### config.mk
export PLATFORM = sky130hd
export DESIGN_NAME = stereo_frame_sequencer
export DESIGN_NICKNAME = d
export VERILOG_FILES = /design/src/rtl/stereo_seq_pkg.sv /design/src/rtl/stereo_seq_geom_cnt.sv /design/src/rtl/stereo_frame_sequencer.sv
export SDC_FILE = /design/constraint.sdc
export NUM_CORES = 1
export LEC_CHECK = 0
export ABC_CLOCK_PERIOD_IN_PS = 4900
export CAP_MARGIN = 15
export CORE_MARGIN = 1.5
export CORE_UTILIZATION = 35
export CTS_BUF_LIST = sky130_fd_sc_hd__clkbuf_4
export CTS_CLUSTER_SIZE = 30
export DETAILED_ROUTE_END_ITERATION = 8
export PLACE_DENSITY_LB_ADDON = 0.08
export SLEW_MARGIN = 20
export SYNTH_ARGS = -nofsm -noshare
export SYNTH_HDL_FRONTEND = slang
export SYNTH_SLANG_ARGS = --single-unit
### constraint.sdc
create_clock -name aclk -period 4.9 [get_ports aclk]
set_clock_uncertainty 0.2 [all_clocks]
set_input_delay 0.735 -clock aclk [delete_from_list [all_inputs] [get_ports aclk]]
set_output_delay 0.735 -clock aclk [all_outputs]
set_load 0.1 [all_outputs]
### src/rtl/stereo_seq_pkg.sv
// Shared definitions for the stereo frame sequencer: state encoding,
// line-geometry helpers and default counter widths.
package stereo_seq_pkg;

    // State encoding kept as plain vectors so older netlists and probes
    // that decode the raw state value stay compatible.
    typedef logic [2:0] seq_state_t;

    localparam seq_state_t ST_IDLE     = 3'd0;
    localparam seq_state_t ST_WAIT_SOF = 3'd1;
    localparam seq_state_t ST_PASS     = 3'd2;
    localparam seq_state_t ST_SKIP     = 3'd3;
    localparam seq_state_t ST_PAD      = 3'd4;

    // Number of stream beats that make up one video line.
    function automatic int beats_f(input int width, input int samples);
        return width / samples;
    endfunction

    // Counter width for a range of n values, never narrower than one bit.
    function automatic int cnt_w_f(input int n);
        return (n > 1) ? $clog2(n) : 1;
    endfunction

    localparam int DEF_WIDTH   = 3840;
    localparam int DEF_HEIGHT  = 2160;
    localparam int DEF_SAMPLES = 4;
    localparam int DEF_COL_W   = cnt_w_f(beats_f(DEF_WIDTH, DEF_SAMPLES));
    localparam int DEF_ROW_W   = cnt_w_f(DEF_HEIGHT);

endpackage

### src/rtl/stereo_seq_geom_cnt.sv
// Column/row position counter for one frame. advance moves one beat
// forward; the last beat of the frame wraps both counters back to zero.
module stereo_seq_geom_cnt
    import stereo_seq_pkg::*;
#(
    parameter int BEATS  = 960,
    parameter int HEIGHT = 2160,
    parameter int COL_W  = cnt_w_f(BEATS),
    parameter int ROW_W  = cnt_w_f(HEIGHT)
) (
    input  logic             clk,
    input  logic             areset,
    input  logic             clr,
    input  logic             advance,
    output logic [COL_W-1:0] col,
    output logic [ROW_W-1:0] row,
    output logic             last_col,
    output logic             last_frame
);

    logic [COL_W-1:0] col_r;
    logic [ROW_W-1:0] row_r;
    logic             last_row_s;

    assign last_col   = (col_r == COL_W'(BEATS - 1));
    assign last_row_s = (row_r == ROW_W'(HEIGHT - 1));
    assign last_frame = last_col && last_row_s;
    assign col        = col_r;
    assign row        = row_r;

    // Step through the frame one beat at a time, wrapping at line and frame ends.
    always_ff @(posedge clk) begin
        if (areset || clr) begin
            col_r <= {COL_W{1'b0}};
            row_r <= {ROW_W{1'b0}};
        end else if (advance) begin
            if (last_col) begin
                col_r <= {COL_W{1'b0}};
                row_r <= last_row_s ? {ROW_W{1'b0}} : (row_r + ROW_W'(1));
            end else begin
                col_r <= col_r + COL_W'(1);
                row_r <= row_r;
            end
        end else begin
            col_r <= col_r;
            row_r <= row_r;
        end
    end

endmodule

### src/rtl/stereo_frame_sequencer.sv
// Frame sequencer in front of the Stereovision core. Locks onto start of
// frame, regenerates tuser/tlast from its own counters and repairs
// malformed lines by skipping or zero-padding beats.
// Optional build macro STEREO_SEQ_STATS_EN adds frame/repair statistics.
module stereo_frame_sequencer
    import stereo_seq_pkg::*;
#(
    parameter int WIDTH                 = 3840,
    parameter int HEIGHT                = 2160,
    parameter int MAX_SAMPLES_PER_CLOCK = 4,
    parameter int AXIS_TDATA_WIDTH      = 96
) (
    input  logic                        aclk,
    input  logic                        areset,
    input  logic                        ctrl_run,
    input  logic                        ctrl_single,
    input  logic                        ctrl_clear_err,
    output logic                        status_busy,
    output logic                        status_frame_done,
    output logic                        status_err_sof,
    output logic                        status_err_eol,
    output logic                        s_axis_tready,
    input  logic [AXIS_TDATA_WIDTH-1:0] s_axis_tdata,
    input  logic                        s_axis_tuser,
    input  logic                        s_axis_tlast,
    input  logic                        s_axis_tvalid,
    output logic                        m_axis_tvalid,
    output logic [AXIS_TDATA_WIDTH-1:0] m_axis_tdata,
    output logic                        m_axis_tuser,
    output logic                        m_axis_tlast,
    input  logic                        m_axis_tready
`ifdef STEREO_SEQ_STATS_EN
    ,
    output logic [15:0]                 stat_frames,
    output logic [15:0]                 stat_repaired
`endif
);

    localparam int BEATS = beats_f(WIDTH, MAX_SAMPLES_PER_CLOCK);
    localparam int COL_W = cnt_w_f(BEATS);
    localparam int ROW_W = cnt_w_f(HEIGHT);

    seq_state_t             state_r;
    seq_state_t             state_nxt_s;
    logic                   single_mode_r;
    logic                   single_nxt_s;
    logic                   err_sof_r;
    logic                   err_eol_r;
    logic                   frame_done_r;
    logic                   set_sof_s;
    logic                   set_eol_s;
    logic                   repair_s;
    logic                   complete_s;
    logic                   advance_s;
    logic                   clr_cnt_s;

    logic [COL_W-1:0]       col_s;
    logic [ROW_W-1:0]       row_s;
    logic                   last_col_s;
    logic                   last_frame_s;
    logic                   first_beat_s;

    logic                        s_tready_s;
    logic                        m_tvalid_s;
    logic [AXIS_TDATA_WIDTH-1:0] m_tdata_s;
    logic                        m_tuser_s;
    logic                        m_tlast_s;

    stereo_seq_geom_cnt #(
        .BEATS  (BEATS),
        .HEIGHT (HEIGHT),
        .COL_W  (COL_W),
        .ROW_W  (ROW_W)
    ) u_geom (
        .clk        (aclk),
        .areset     (areset),
        .clr        (clr_cnt_s),
        .advance    (advance_s),
        .col        (col_s),
        .row        (row_s),
        .last_col   (last_col_s),
        .last_frame (last_frame_s)
    );

    assign first_beat_s = (col_s == {COL_W{1'b0}}) && (row_s == {ROW_W{1'b0}});

    // Next-state, stream muxing and error detection for the current beat.
    always_comb begin
        state_nxt_s  = state_r;
        single_nxt_s = single_mode_r;
        set_sof_s    = 1'b0;
        set_eol_s    = 1'b0;
        repair_s     = 1'b0;
        complete_s   = 1'b0;
        advance_s    = 1'b0;
        clr_cnt_s    = 1'b0;
        s_tready_s   = 1'b0;
        m_tvalid_s   = 1'b0;
        m_tdata_s    = {AXIS_TDATA_WIDTH{1'b0}};
        m_tuser_s    = 1'b0;
        m_tlast_s    = 1'b0;

        case (state_r)
            ST_IDLE: begin
                if (ctrl_single) begin
                    state_nxt_s  = ST_WAIT_SOF;
                    single_nxt_s = 1'b1;
                end else if (ctrl_run) begin
                    state_nxt_s  = ST_WAIT_SOF;
                    single_nxt_s = 1'b0;
                end else begin
                    state_nxt_s  = ST_IDLE;
                end
            end

            ST_WAIT_SOF: begin
                // The start-of-frame beat is held upstream and taken in PASS.
                if (s_axis_tvalid && s_axis_tuser) begin
                    s_tready_s  = 1'b0;
                    clr_cnt_s   = 1'b1;
                    state_nxt_s = ST_PASS;
                end else begin
                    s_tready_s  = 1'b1;
                end
            end

            ST_PASS: begin
                if (s_axis_tvalid && s_axis_tuser && !first_beat_s) begin
                    // A new frame started early: hold it and pad out the current one.
                    set_sof_s   = 1'b1;
                    repair_s    = 1'b1;
                    state_nxt_s = ST_PAD;
                end else begin
                    m_tvalid_s = s_axis_tvalid;
                    s_tready_s = m_axis_tready;
                    m_tdata_s  = s_axis_tdata;
                    m_tuser_s  = first_beat_s;
                    m_tlast_s  = last_col_s;
                    if (s_axis_tvalid && m_axis_tready) begin
                        advance_s = 1'b1;
                        if (last_frame_s) begin
                            complete_s = 1'b1;
                            set_eol_s  = !s_axis_tlast;
                        end else if (s_axis_tlast && !last_col_s) begin
                            set_eol_s   = 1'b1;
                            repair_s    = 1'b1;
                            state_nxt_s = ST_PAD;
                        end else if (!s_axis_tlast && last_col_s) begin
                            set_eol_s   = 1'b1;
                            repair_s    = 1'b1;
                            state_nxt_s = ST_SKIP;
                        end else begin
                            state_nxt_s = ST_PASS;
                        end
                    end else begin
                        state_nxt_s = ST_PASS;
                    end
                end
            end

            ST_SKIP: begin
                if (s_axis_tvalid && s_axis_tuser) begin
                    set_sof_s   = 1'b1;
                    repair_s    = 1'b1;
                    state_nxt_s = ST_PAD;
                end else begin
                    s_tready_s = 1'b1;
                    if (s_axis_tvalid && s_axis_tlast) begin
                        state_nxt_s = ST_PASS;
                    end else begin
                        state_nxt_s = ST_SKIP;
                    end
                end
            end

            ST_PAD: begin
                m_tvalid_s = 1'b1;
                m_tuser_s  = first_beat_s;
                m_tlast_s  = last_col_s;
                if (m_axis_tready) begin
                    advance_s  = 1'b1;
                    complete_s = last_frame_s;
                end else begin
                    advance_s  = 1'b0;
                end
            end

            default: begin
                state_nxt_s = ST_IDLE;
            end
        endcase

        if (complete_s) begin
            state_nxt_s = (ctrl_run && !single_mode_r) ? ST_WAIT_SOF : ST_IDLE;
        end else begin
            state_nxt_s = state_nxt_s;
        end
    end

    // Control state, sticky error flags and the frame-done pulse.
    always_ff @(posedge aclk) begin
        if (areset) begin
            state_r       <= ST_IDLE;
            single_mode_r <= 1'b0;
            err_sof_r     <= 1'b0;
            err_eol_r     <= 1'b0;
            frame_done_r  <= 1'b0;
        end else begin
            state_r       <= state_nxt_s;
            single_mode_r <= single_nxt_s;
            frame_done_r  <= complete_s;
            // A new error in the same cycle as a clear request keeps the flag set.
            err_sof_r     <= set_sof_s | (err_sof_r & ~ctrl_clear_err);
            err_eol_r     <= set_eol_s | (err_eol_r & ~ctrl_clear_err);
        end
    end

    assign status_busy       = (state_r != ST_IDLE);
    assign status_frame_done = frame_done_r;
    assign status_err_sof    = err_sof_r;
    assign status_err_eol    = err_eol_r;

    assign s_axis_tready = s_tready_s && !areset;
    assign m_axis_tvalid = m_tvalid_s && !areset;
    assign m_axis_tdata  = m_axis_tvalid ? m_tdata_s : {AXIS_TDATA_WIDTH{1'b0}};
    assign m_axis_tuser  = m_axis_tvalid ? m_tuser_s : 1'b0;
    assign m_axis_tlast  = m_axis_tvalid ? m_tlast_s : 1'b0;

`ifdef STEREO_SEQ_STATS_EN
    logic        repaired_r;
    logic [15:0] stat_frames_r;
    logic [15:0] stat_repaired_r;

    // Count completed frames and frames that needed any repair.
    always_ff @(posedge aclk) begin
        if (areset) begin
            repaired_r      <= 1'b0;
            stat_frames_r   <= 16'h0000;
            stat_repaired_r <= 16'h0000;
        end else if (complete_s) begin
            repaired_r    <= 1'b0;
            stat_frames_r <= stat_frames_r + 16'h0001;
            if ((repaired_r || repair_s) && (stat_repaired_r != 16'hFFFF)) begin
                stat_repaired_r <= stat_repaired_r + 16'h0001;
            end else begin
                stat_repaired_r <= stat_repaired_r;
            end
        end else begin
            repaired_r      <= repaired_r | repair_s;
            stat_frames_r   <= stat_frames_r;
            stat_repaired_r <= stat_repaired_r;
        end
    end

    assign stat_frames   = stat_frames_r;
    assign stat_repaired = stat_repaired_r;
`endif

endmodule

==> impl_metrics.yaml, run 1 <==
outcome:
  status: "completed"
synth:
  synth.distinct_cells: 45
  synth_top_family_by_area: "simple AND/OR/NAND/NOR gates"
  synth_edf_count: 0
  synth_warnings: 0
  yosysTopAreaCellShare: 0.2555
  ys_seq_elements: 29
  synth_compound_area_frac: 0.07847
  async_reset_ff_frac: 0
  synthXorXnorAreaFrac: 0.06144
  syn_avg_cell_area_um2: 7.366
  syn_inst: 329
  yosys-top-cells-area: "and2_1 (26%), dfxtp_1 (24%), nor2_1 (5.4%)"
  yosysSeqAreaShare: 0.2395
  synthFlopType: "dfxtp_1"
  synth_nets: 440
  post-synth-top-area-cell: "and2_1"
  yosys.area_share.simple: 0.5199
  synth_fa_ha_area_frac: 0.03098
  synthMuxAreaShare: 0
  synthesis.area_um2: 2424
min_path:
  min_to: "status_err_eol$_SDFF_PP0_"
  hold_depth: 2
  worstHoldStart: "status_err_eol$_SDFF_PP0_"
  min_path_type: "flop to flop"
clock_tree:
  cts_resized: 0
  clk_pin_slew_ns: 0.09
  hold_buffers: 0
  cts_tree: "built"
  clock_latency_ns: 0.32
  clock_path_buffers: 2
  postCtsSetupBuffers: 0
  ctsHtreeMaxLevel: 2
  cts_made_buffers: 5
  clock-sinks: 29
  root_buffer: "clkbuf_4"
timing:
  rsz0062_at_grt: "false"
  post-route-min-period_ns: 4.093
  tightestPinTransition_ns: 0.9714
  period_share: 0.8353
  hold_viol_final: 0
  fmax_ghz: 0.2443
  finalSetupViolations: 0
  tns_ns: 0
  relSlewSlack: 0.3504
  final_max_slew_viol_count: 0
routing:
  routed_wl_mm: 9.810
  final_antenna_net_count: 0
  vias: 2890
  route.detailed.drc: 0
  drtIter0Drc: 150
  viasPerCell: 4.777
  drt-pass1-iter-count: 4
  wire_per_inst_um: 16.21
pwr:
  ir_drop_uv: 156.1
  p_per_area_nw_per_um2: 132.5
  power.total_uw: 568.7
  leakagePower_uw: 0.001949
worst_setup_path:
  r2r_setup_slack_ns: 2.25
  crit_required_ns: 3.96
  max_stage_delay_ns: 0.55
  endpoint_kind: "output pin"
  critPathKind: "input port to output pin"
  cp-start-kind: "input port"
  rr_startpoint: "u_geom.row[0]$_SDFFE_PP0P_"
  crit_chain: "clkdlybuf4s50_1 > and2_1 > o21ai_1 > and2_2 > nor3b_4 > buf_4 > and2_1 > buf_4"
  arrival_ns: 3.16
  r2r_cells: 9
  r2r_end: "u_geom.row[5]$_SDFFE_PP0P_"
  crit_fanout: 96
  cpMaxStageDelayCell: "clkdlybuf4s50_1"
  crit_buf_inv: 3
  path_delay_family: "buffers and inverters"
floorplan:
  start_util: 0.3587
  io_pins: 209
  rows: 30
  die_area_um2: 7433
  core_um2: 6756
  die_y_um: 86.22
  fp.dieW_um: 86.22
run:
  cap_violations: 0
global_route:
  grt_pass1_vias: 2560
  grtUsageTotal: 0.2514
  grt_pass1_wl_mm: 14.44
  grt-ovfl-total: 0
  antenna_found_initial: 0
  grt_max_degree: 97
cells_and_area:
  fill_cells: 625
  final_core_util: 0.6352
  drive_gt1_frac: 0.2267
  diodes: 0
  num-nets-final: 635
  syn2layout_area_growth_pct: 77.08
place:
  place.gp.congestion: 0.9853
  io_buffers: 208
  place_hpwl_mm: 8.295
## sequential cells by signal (all words and copies together), names as in the netlist
signal and flops:
state_r 3, single_mode_r 1, u_geom.col 10, status_frame_done 1, status_err_sof 1, status_err_eol 1
u_geom.row 12
## layout by cell type (no fill, tap or decap), types with 7 or more instances in the layout
| master | netlist | layout |
|---|---|---|
| a21oi_1 | 11 | 11 |
| and2_1 | 99 | 99 |
| buf_4 | 0 | 102 |
| clkdlybuf4s50_1 | 0 | 108 |
| dfxtp_1 | 29 | 29 |
| inv_1 | 9 | 9 |
| nand2_1 | 16 | 16 |
| nand3_1 | 15 | 15 |
| nand4_1 | 7 | 7 |
| nor2_1 | 35 | 35 |
| nor3_1 | 8 | 8 |
| xor2_1 | 15 | 15 |
## logic make-up (layout without fill, tap and decap cells)
logic type	count (synthesis)	after routing
XOR/XNOR	17	17
buffers and inverters	32	228
AND/OR/NAND/NOR	216	216
adder cells (fa/ha/maj)	6	6
flip-flops	29	29
AO/OA/AOI/OAI	29	29
## worst max path at each step
stage                   from          endpoint  slack, ns  cells past startpoint
6_report       s_axis_tvalid   m_axis_tdata[0]       0.81                      8
5_1_grt        s_axis_tvalid  m_axis_tdata[68]       0.61                      8
4_1_cts        s_axis_tvalid   m_axis_tdata[0]       0.83                      8
3_5_place_dp   s_axis_tvalid   m_axis_tdata[0]       0.83                      8
3_3_place_gp   s_axis_tvalid   m_axis_tdata[0]       0.87                      8
2_1_floorplan  s_axis_tvalid      m_axis_tuser       0.55                      5
## area by class of cell
| cell class | count | area, um^2 | share of cell area |
|---|---|---|---|
| timing repair buffer | 210 | 1847 | 0.4303 |
| multi-input combinational | 268 | 1674 | 0.3901 |
| sequential | 29 | 580.6 | 0.1353 |
| tap | 80 | 100.1 | 0.02332 |
| inverter | 10 | 40.04 | 0.009329 |
| clock buffer | 5 | 37.54 | 0.008746 |
| clock inverter | 3 | 12.51 | 0.002915 |
## cells in the mapped netlist (2+ instances only)
master and count:
and2_1 99, a31oi_1 2, nand2_1 16, nand4_1 7, nand3_1 15, a41oi_1 2
and3_1 6, nor2_1 35, nor3_1 8, xor2_1 15, a21oi_1 11, inv_1 9
xnor2_1 2, nor2b_1 2, and4_1 2, buf_6 5, or2_2 3, o31a_1 2
a311oi_1 2, clkbuf_1 10, o21ai_0 3, nand4b_1 2, ha_1 6, nand4bb_1 2
nand2b_1 5, buf_2 7, dfxtp_1 29, nor4_1 5
## metrics by stage
step	hold slack [ns]	setup WS, ns	instances	area (um^2)
final	0.2732	0.8071	605	4292
after global routing	0.2936	0.6062	605	4292
after CTS	0.2766	0.8309	605	4292
after detailed placement	0.2634	0.8267	597	4242
after global placement	0.2582	0.8667	597	4242
after floorplan	0.2566	0.5450	329	2424
## where the power goes
| group | total [uW] | internal, uW | leakage [uW] | switching [uW] |
|---|---|---|---|---|
| registers | 243 | 238 | 0.000234 | 5.09 |
| logic | 191 | 96.8 | 0.00168 | 93.7 |
| clock network | 135 | 51.8 | 0.0000300 | 83.1 |
## layer usage
metal	global-route usage	routed length [um]
met1	0.3337	4282
met3	0.06000	624
met2	0.4266	4853
met5	0	0
met4	0.03226	50
## tightest hold or removal path, delay by kind of cell (launching register included)
kind             cells  cell delay (ns)
AO/OA/AOI/OAI        1             0.06
AND/OR/NAND/NOR      1             0.06
flip-flops           1             0.32
No activity file was read; power rests on OpenSTA's default activity.
==> run 2: changes to the inputs <==
- ABC_CLOCK_PERIOD_IN_PS: 4900 -> 4200
- CORE_UTILIZATION: 35 -> 33
- clock period: 4.9 -> 4.2 ns (I/O delays scaled with it)
==> run 2 against run 1 <==
Clock power increased by 16%. Sequential power increased by 17%. Worst setup slack got worse by 0.27 ns. Count of clock-buffer cells in the layout unchanged. First-iteration DRC count increased by 32%. Via count increased by 3.4%. Die area increased by 5.8%. Flip-flop and latch count unchanged. Worst hold slack improved by 0.032 ns. Critical path depth increased by 2. Non-clock buffer count unchanged.
==> impl_metrics.yaml, run 2 (same netlist as run 1, synthesis figures left out) <==
routing:
  final_antenna_net_count: 0
  viasPerCell: 4.790
  routed_wl_mm: 10.66
  wire_per_inst_um: 17.08
  vias: 2989
  drtIter0Drc: 198
  drt-pass1-iter-count: 4
  route.detailed.drc: 0
clock_tree:
  clk_pin_slew_ns: 0.09
  hold_buffers: 0
  cts_resized: 0
  cts_tree: "built"
  root_buffer: "clkbuf_4"
  postCtsSetupBuffers: 0
  clock-sinks: 29
  clock_path_buffers: 2
  ctsHtreeMaxLevel: 2
  cts_made_buffers: 5
  clock_latency_ns: 0.33
floorplan:
  fp.dieW_um: 88.70
  io_pins: 209
  die_y_um: 88.70
  die_area_um2: 7868
  rows: 31
  core_um2: 7176
  start_util: 0.3378
timing:
  hold_viol_final: 0
  period_share: 0.8720
  rsz0062_at_grt: "false"
  fmax_ghz: 0.2730
  tns_ns: 0
  finalSetupViolations: 0
  post-route-min-period_ns: 3.662
  tightestPinTransition_ns: 1.023
  relSlewSlack: 0.3156
  hold-worst-slack_ns: 0.3047
  final_max_slew_viol_count: 0
  fin_ws_ns: 0.5376
worst_setup_path:
  crit_buf_inv: 3
  path_delay_family: "simple AND/OR/NAND/NOR gates"
  endpoint_kind: "output pin"
  critPathKind: "flop to output pin"
  r2r_setup_slack_ns: 1.53
  r2r_cells: 9
  crit_chain: "inv_1 > ha_1 > nor4b_1 > nand4_1 > o21ai_1 > and2_2 > nor3b_4 > buf_12 > and2_1 > buf_12"
  critical_path_cell_count: 10
  arrival_ns: 2.83
  cpMaxStageDelayCell: "dfxtp_1"
  crit_fanout: 96
  cp-start-kind: "flop"
  cpMostUsedCell: "buf_12"
  max_stage_delay_ns: 0.37
  crit_required_ns: 3.37
global_route:
  antenna_found_initial: 0
  grt_max_degree: 97
  grt_pass1_wl_mm: 15.74
  busiest_layer: "met2"
  grt.met1_usage: 0.3232
  grt_pass1_vias: 2847
  grt-ovfl-total: 0
  grtUsageTotal: 0.2661
  grtUsageMet2: 0.4725
  use_met3: 0.06063
outcome:
  status: "completed"
cells_and_area:
  final_common_cell: "clkdlybuf4s50_1"
  layout_common_cells: "clkdlybuf4s50_1 (108), and2_1 (99), buf_12 (97)"
  largest_reg_flops: 12
  diodes: 0
  num-nets-final: 635
  syn2layout_area_growth_pct: 128.1
  final_core_util: 0.7705
  drive_gt1_frac: 0.2267
pwr:
  p_per_area_nw_per_um2: 122.9
  ir_drop_uv: 191.0
  leakagePower_uw: 0.002209
run:
  cap_violations: 0
place:
  place_ws_ns: 0.6325
  io_buffers: 208
  place.gp.congestion: 0.9966
  place_hpwl_mm: 9.195
min_path:
  hold_depth: 2
  min_path_type: "flop to flop"
-- run 2: cell counts in the layout (fill, tap and decap cells not counted) --
No cell type changed its count.
-- run 2: cell type report --
cell class | count | area [um^2]
Clock buffer | 5 | 37.54
Multi-Input combinational cell | 268 | 1674
Inverter | 10 | 40.04
Clock inverter | 3 | 12.51
Tap cell | 99 | 123.9
Fill cell | 513 | 1647
Sequential cell | 29 | 580.6
Timing Repair Buffer | 210 | 3060
-- run 2: per-layer routing --
metal / up-vias / routed length [um]
met2: 118 / 5372
li1: 1479 / -
met4: 0 / 194
met1: 1375 / 4367
met5: - / 0
met3: 17 / 721
-- run 2: through the flow --
| stage | cell area [um^2] | power (uW) | cells |
|---|---|---|---|
| floorplan | 2424 | 392.4 | 329 |
| global placement | 5479 | 525.6 | 616 |
| detailed placement | 5479 | 528.7 | 616 |
| CTS | 5529 | 683.1 | 624 |
| global route | 5529 | 705.9 | 624 |
| finish | 5529 | 679.6 | 624 |
-- run 2: path summary, 6_finish.rpt --
check | from | endpoint
setup / recovery | u_geom.row[0]$_SDFFE_PP0P_ | m_axis_tdata[72]
hold / removal | status_err_eol$_SDFF_PP0_ | status_err_eol$_SDFF_PP0_
setup reg to reg | u_geom.row[0]$_SDFFE_PP0P_ | u_geom.row[5]$_SDFFE_PP0P_
hold reg to reg | status_err_eol$_SDFF_PP0_ | status_err_eol$_SDFF_PP0_
-- run 2: tightest hold or removal path: stages, from the launching register on --
cell     delay [ns]
dfxtp_1        0.32
nand2_1        0.06
a21oi_1        0.07
-- run 2: where the power goes --
group	total (uW)	internal (uW)	switching, uW
logic	239	128	111
registers	284	278	6.04
clock network	156	60.3	96.2
==> run 3: changes to the inputs <==
- ABC_CLOCK_PERIOD_IN_PS: 4200 -> 4420
- CORE_UTILIZATION: 33 -> 35
- SLEW_MARGIN: 20 -> 0
- clock period: 4.2 -> 4.42 ns (I/O delays scaled with it)
==> run 3 against run 2 <==
Sequential power fell by 5%. Power shrank 4.1%. Non-clock buffer count did not move. Core utilization is 4.4 points higher. Global-route usage rose by 2.0 points. First-iteration DRC count grew 7.6%. Worst setup slack gained 0.15 ns. Wire length is 1.3% higher. Design area decreased by 0.45%. Critical endpoint is now m_axis_tdata[50]. Largest cell class unchanged. Highest routed layer unchanged.
==> impl_metrics.yaml, run 3 (same netlist as run 1, synthesis figures left out) <==
cells_and_area:
  fin_area_um2: 5504
  largest_reg_flops: 12
  layout_common_cells: "clkdlybuf4s50_1 (108), and2_1 (99), buf_12 (97)"
  multi_input_area_um2: 1674
  diodes: 0
  final_core_util: 0.8146
  register_area_um2: 580.6
  final_common_cell: "clkdlybuf4s50_1"
  num-nets-final: 635
  fill_cells: 429
  drive_gt1_frac: 0.2271
  syn2layout_area_growth_pct: 127.1
routing:
  drt-pass1-iter-count: 4
  wire_per_inst_um: 17.87
  vias: 3038
  routed_wl_mm: 10.79
  viasPerCell: 5.030
  final_antenna_net_count: 0
  route.detailed.drc: 0
  drtIter0Drc: 213
worst_setup_path:
  cp-start-kind: "flop"
  cpMostUsedCell: "buf_12"
  arrival_ns: 2.87
  cpMaxStageDelayCell: "dfxtp_1"
  crit_fanout: 96
  critPathKind: "flop to output pin"
  crit_chain: "inv_1 > ha_1 > nor4b_1 > nand4_1 > o21ai_1 > and2_2 > nor3b_4 > buf_12 > and2_1 > buf_12"
  crit_required_ns: 3.56
  max_stage_delay_ns: 0.37
  endpoint_kind: "output pin"
clock_tree:
  clock_latency_ns: 0.33
  postCtsSetupBuffers: 0
  root_buffer: "clkbuf_4"
  cts_resized: 0
  hold_buffers: 0
  cts_made_buffers: 5
  clock-sinks: 29
  cts_tree: "built"
  ctsHtreeMaxLevel: 2
  clock_path_buffers: 2
  clk_pin_slew_ns: 0.09
pwr:
  p_clk_frac: 0.235
  swShare: 0.3100
  leakagePower_uw: 0.002209
  ir_drop_uv: 165.4
  power_frac_seq: 0.414
  power_switching_uw: 202.0
  p_per_area_nw_per_um2: 118.4
  power_frac_comb: 0.351
  p_int_uw: 449.6
timing:
  hold_viol_final: 0
  final_max_slew_viol_count: 0
  tns_ns: 0
  rsz0062_at_grt: "false"
  post-route-min-period_ns: 3.730
  tightestPinTransition_ns: 0.9756
  relSlewSlack: 0.3476
  finalSetupViolations: 0
  hold-worst-slack_ns: 0.2732
  period_share: 0.8438
  fmax_ghz: 0.2681
global_route:
  grt_pass1_wl_mm: 16.35
  antenna_found_initial: 0
  grt_pass1_vias: 2924
  grtUsageTotal: 0.2862
  grt-ovfl-total: 0
  grt_max_degree: 97
floorplan:
  rows: 30
  die_area_um2: 7433
  fp.dieW_um: 86.22
  start_util: 0.3587
  io_pins: 209
  core_um2: 6756
  die_y_um: 86.22
place:
  io_buffers: 208
  place_hpwl_mm: 9.235
  place.gp.congestion: 0.9174
  place_area_um2: 5455
outcome:
  status: "completed"
min_path:
  min_path_type: "flop to flop"
run:
  cap_violations: 0
==> run 3: changes by cell type in the layout (fill, tap and decap cells not counted), sizes merged <==
| cell | change |
|---|---|
| clkinv | -2 |
| clkbuf | +1 |
==> run 3: stage by stage <==
stage,power [uW],worst slack [ns],cells
6_report,651.6,0.6904,604
5_1_grt,675.0,0.4933,604
4_1_cts,653.6,0.7299,604
3_5_place_dp,503.6,0.7647,597
3_3_place_gp,500.7,0.7786,597
2_1_floorplan,372.8,0.2090,329
==> run 3: critical path, delay by kind of cell, from the launching register on <==
family	cells	cell delay, ns
AND/OR/NAND/NOR	5	1.16
buffers and inverters	3	0.56
flip-flops	1	0.37
AO/OA/AOI/OAI	1	0.22
adder cells (fa/ha/maj)	1	0.17
==> run 3: final cells by class <==
type,instances,share of cell area
clock buffers,6,0.008184
clock inverters,1,0.0006820
inverters,10,0.007274
multi-input cells,268,0.3042
flip-flops and latches,29,0.1055
well taps,80,0.01819
repair buffers,210,0.5560
==> run 3: per-layer routing <==
layer | wire length (um) | global-route usage | vias up
met5 | 0 | 0 | -
met2 | 5449 | 0.5061 | 134
met4 | 194 | 0.06012 | 0
met1 | 4428 | 0.3576 | 1406
met3 | 719 | 0.06286 | 17
li1 | - | - | 1481
==> run 3: final timing paths <==
path,endpoint,from,depth (start not counted),slack [ns]
worst max-delay path,m_axis_tdata[50],u_geom.row[0]$_SDFFE_PP0P_,10,0.69
worst max register to register,u_geom.row[5]$_SDFFE_PP0P_,u_geom.row[0]$_SDFFE_PP0P_,9,1.77
worst min register to register,status_err_eol$_SDFF_PP0_,status_err_eol$_SDFF_PP0_,2,0.27
worst min-delay path,status_err_eol$_SDFF_PP0_,status_err_eol$_SDFF_PP0_,2,0.27
==> run 3: power groups by stage <==
stage	logic, uW	clock network (uW)	registers [uW]
after floorplan	101	0	272
after global placement	225	0	275
after detailed placement	228	0	276
after CTS	229	156	269
after global routing	240	165	271
final	229	153	270
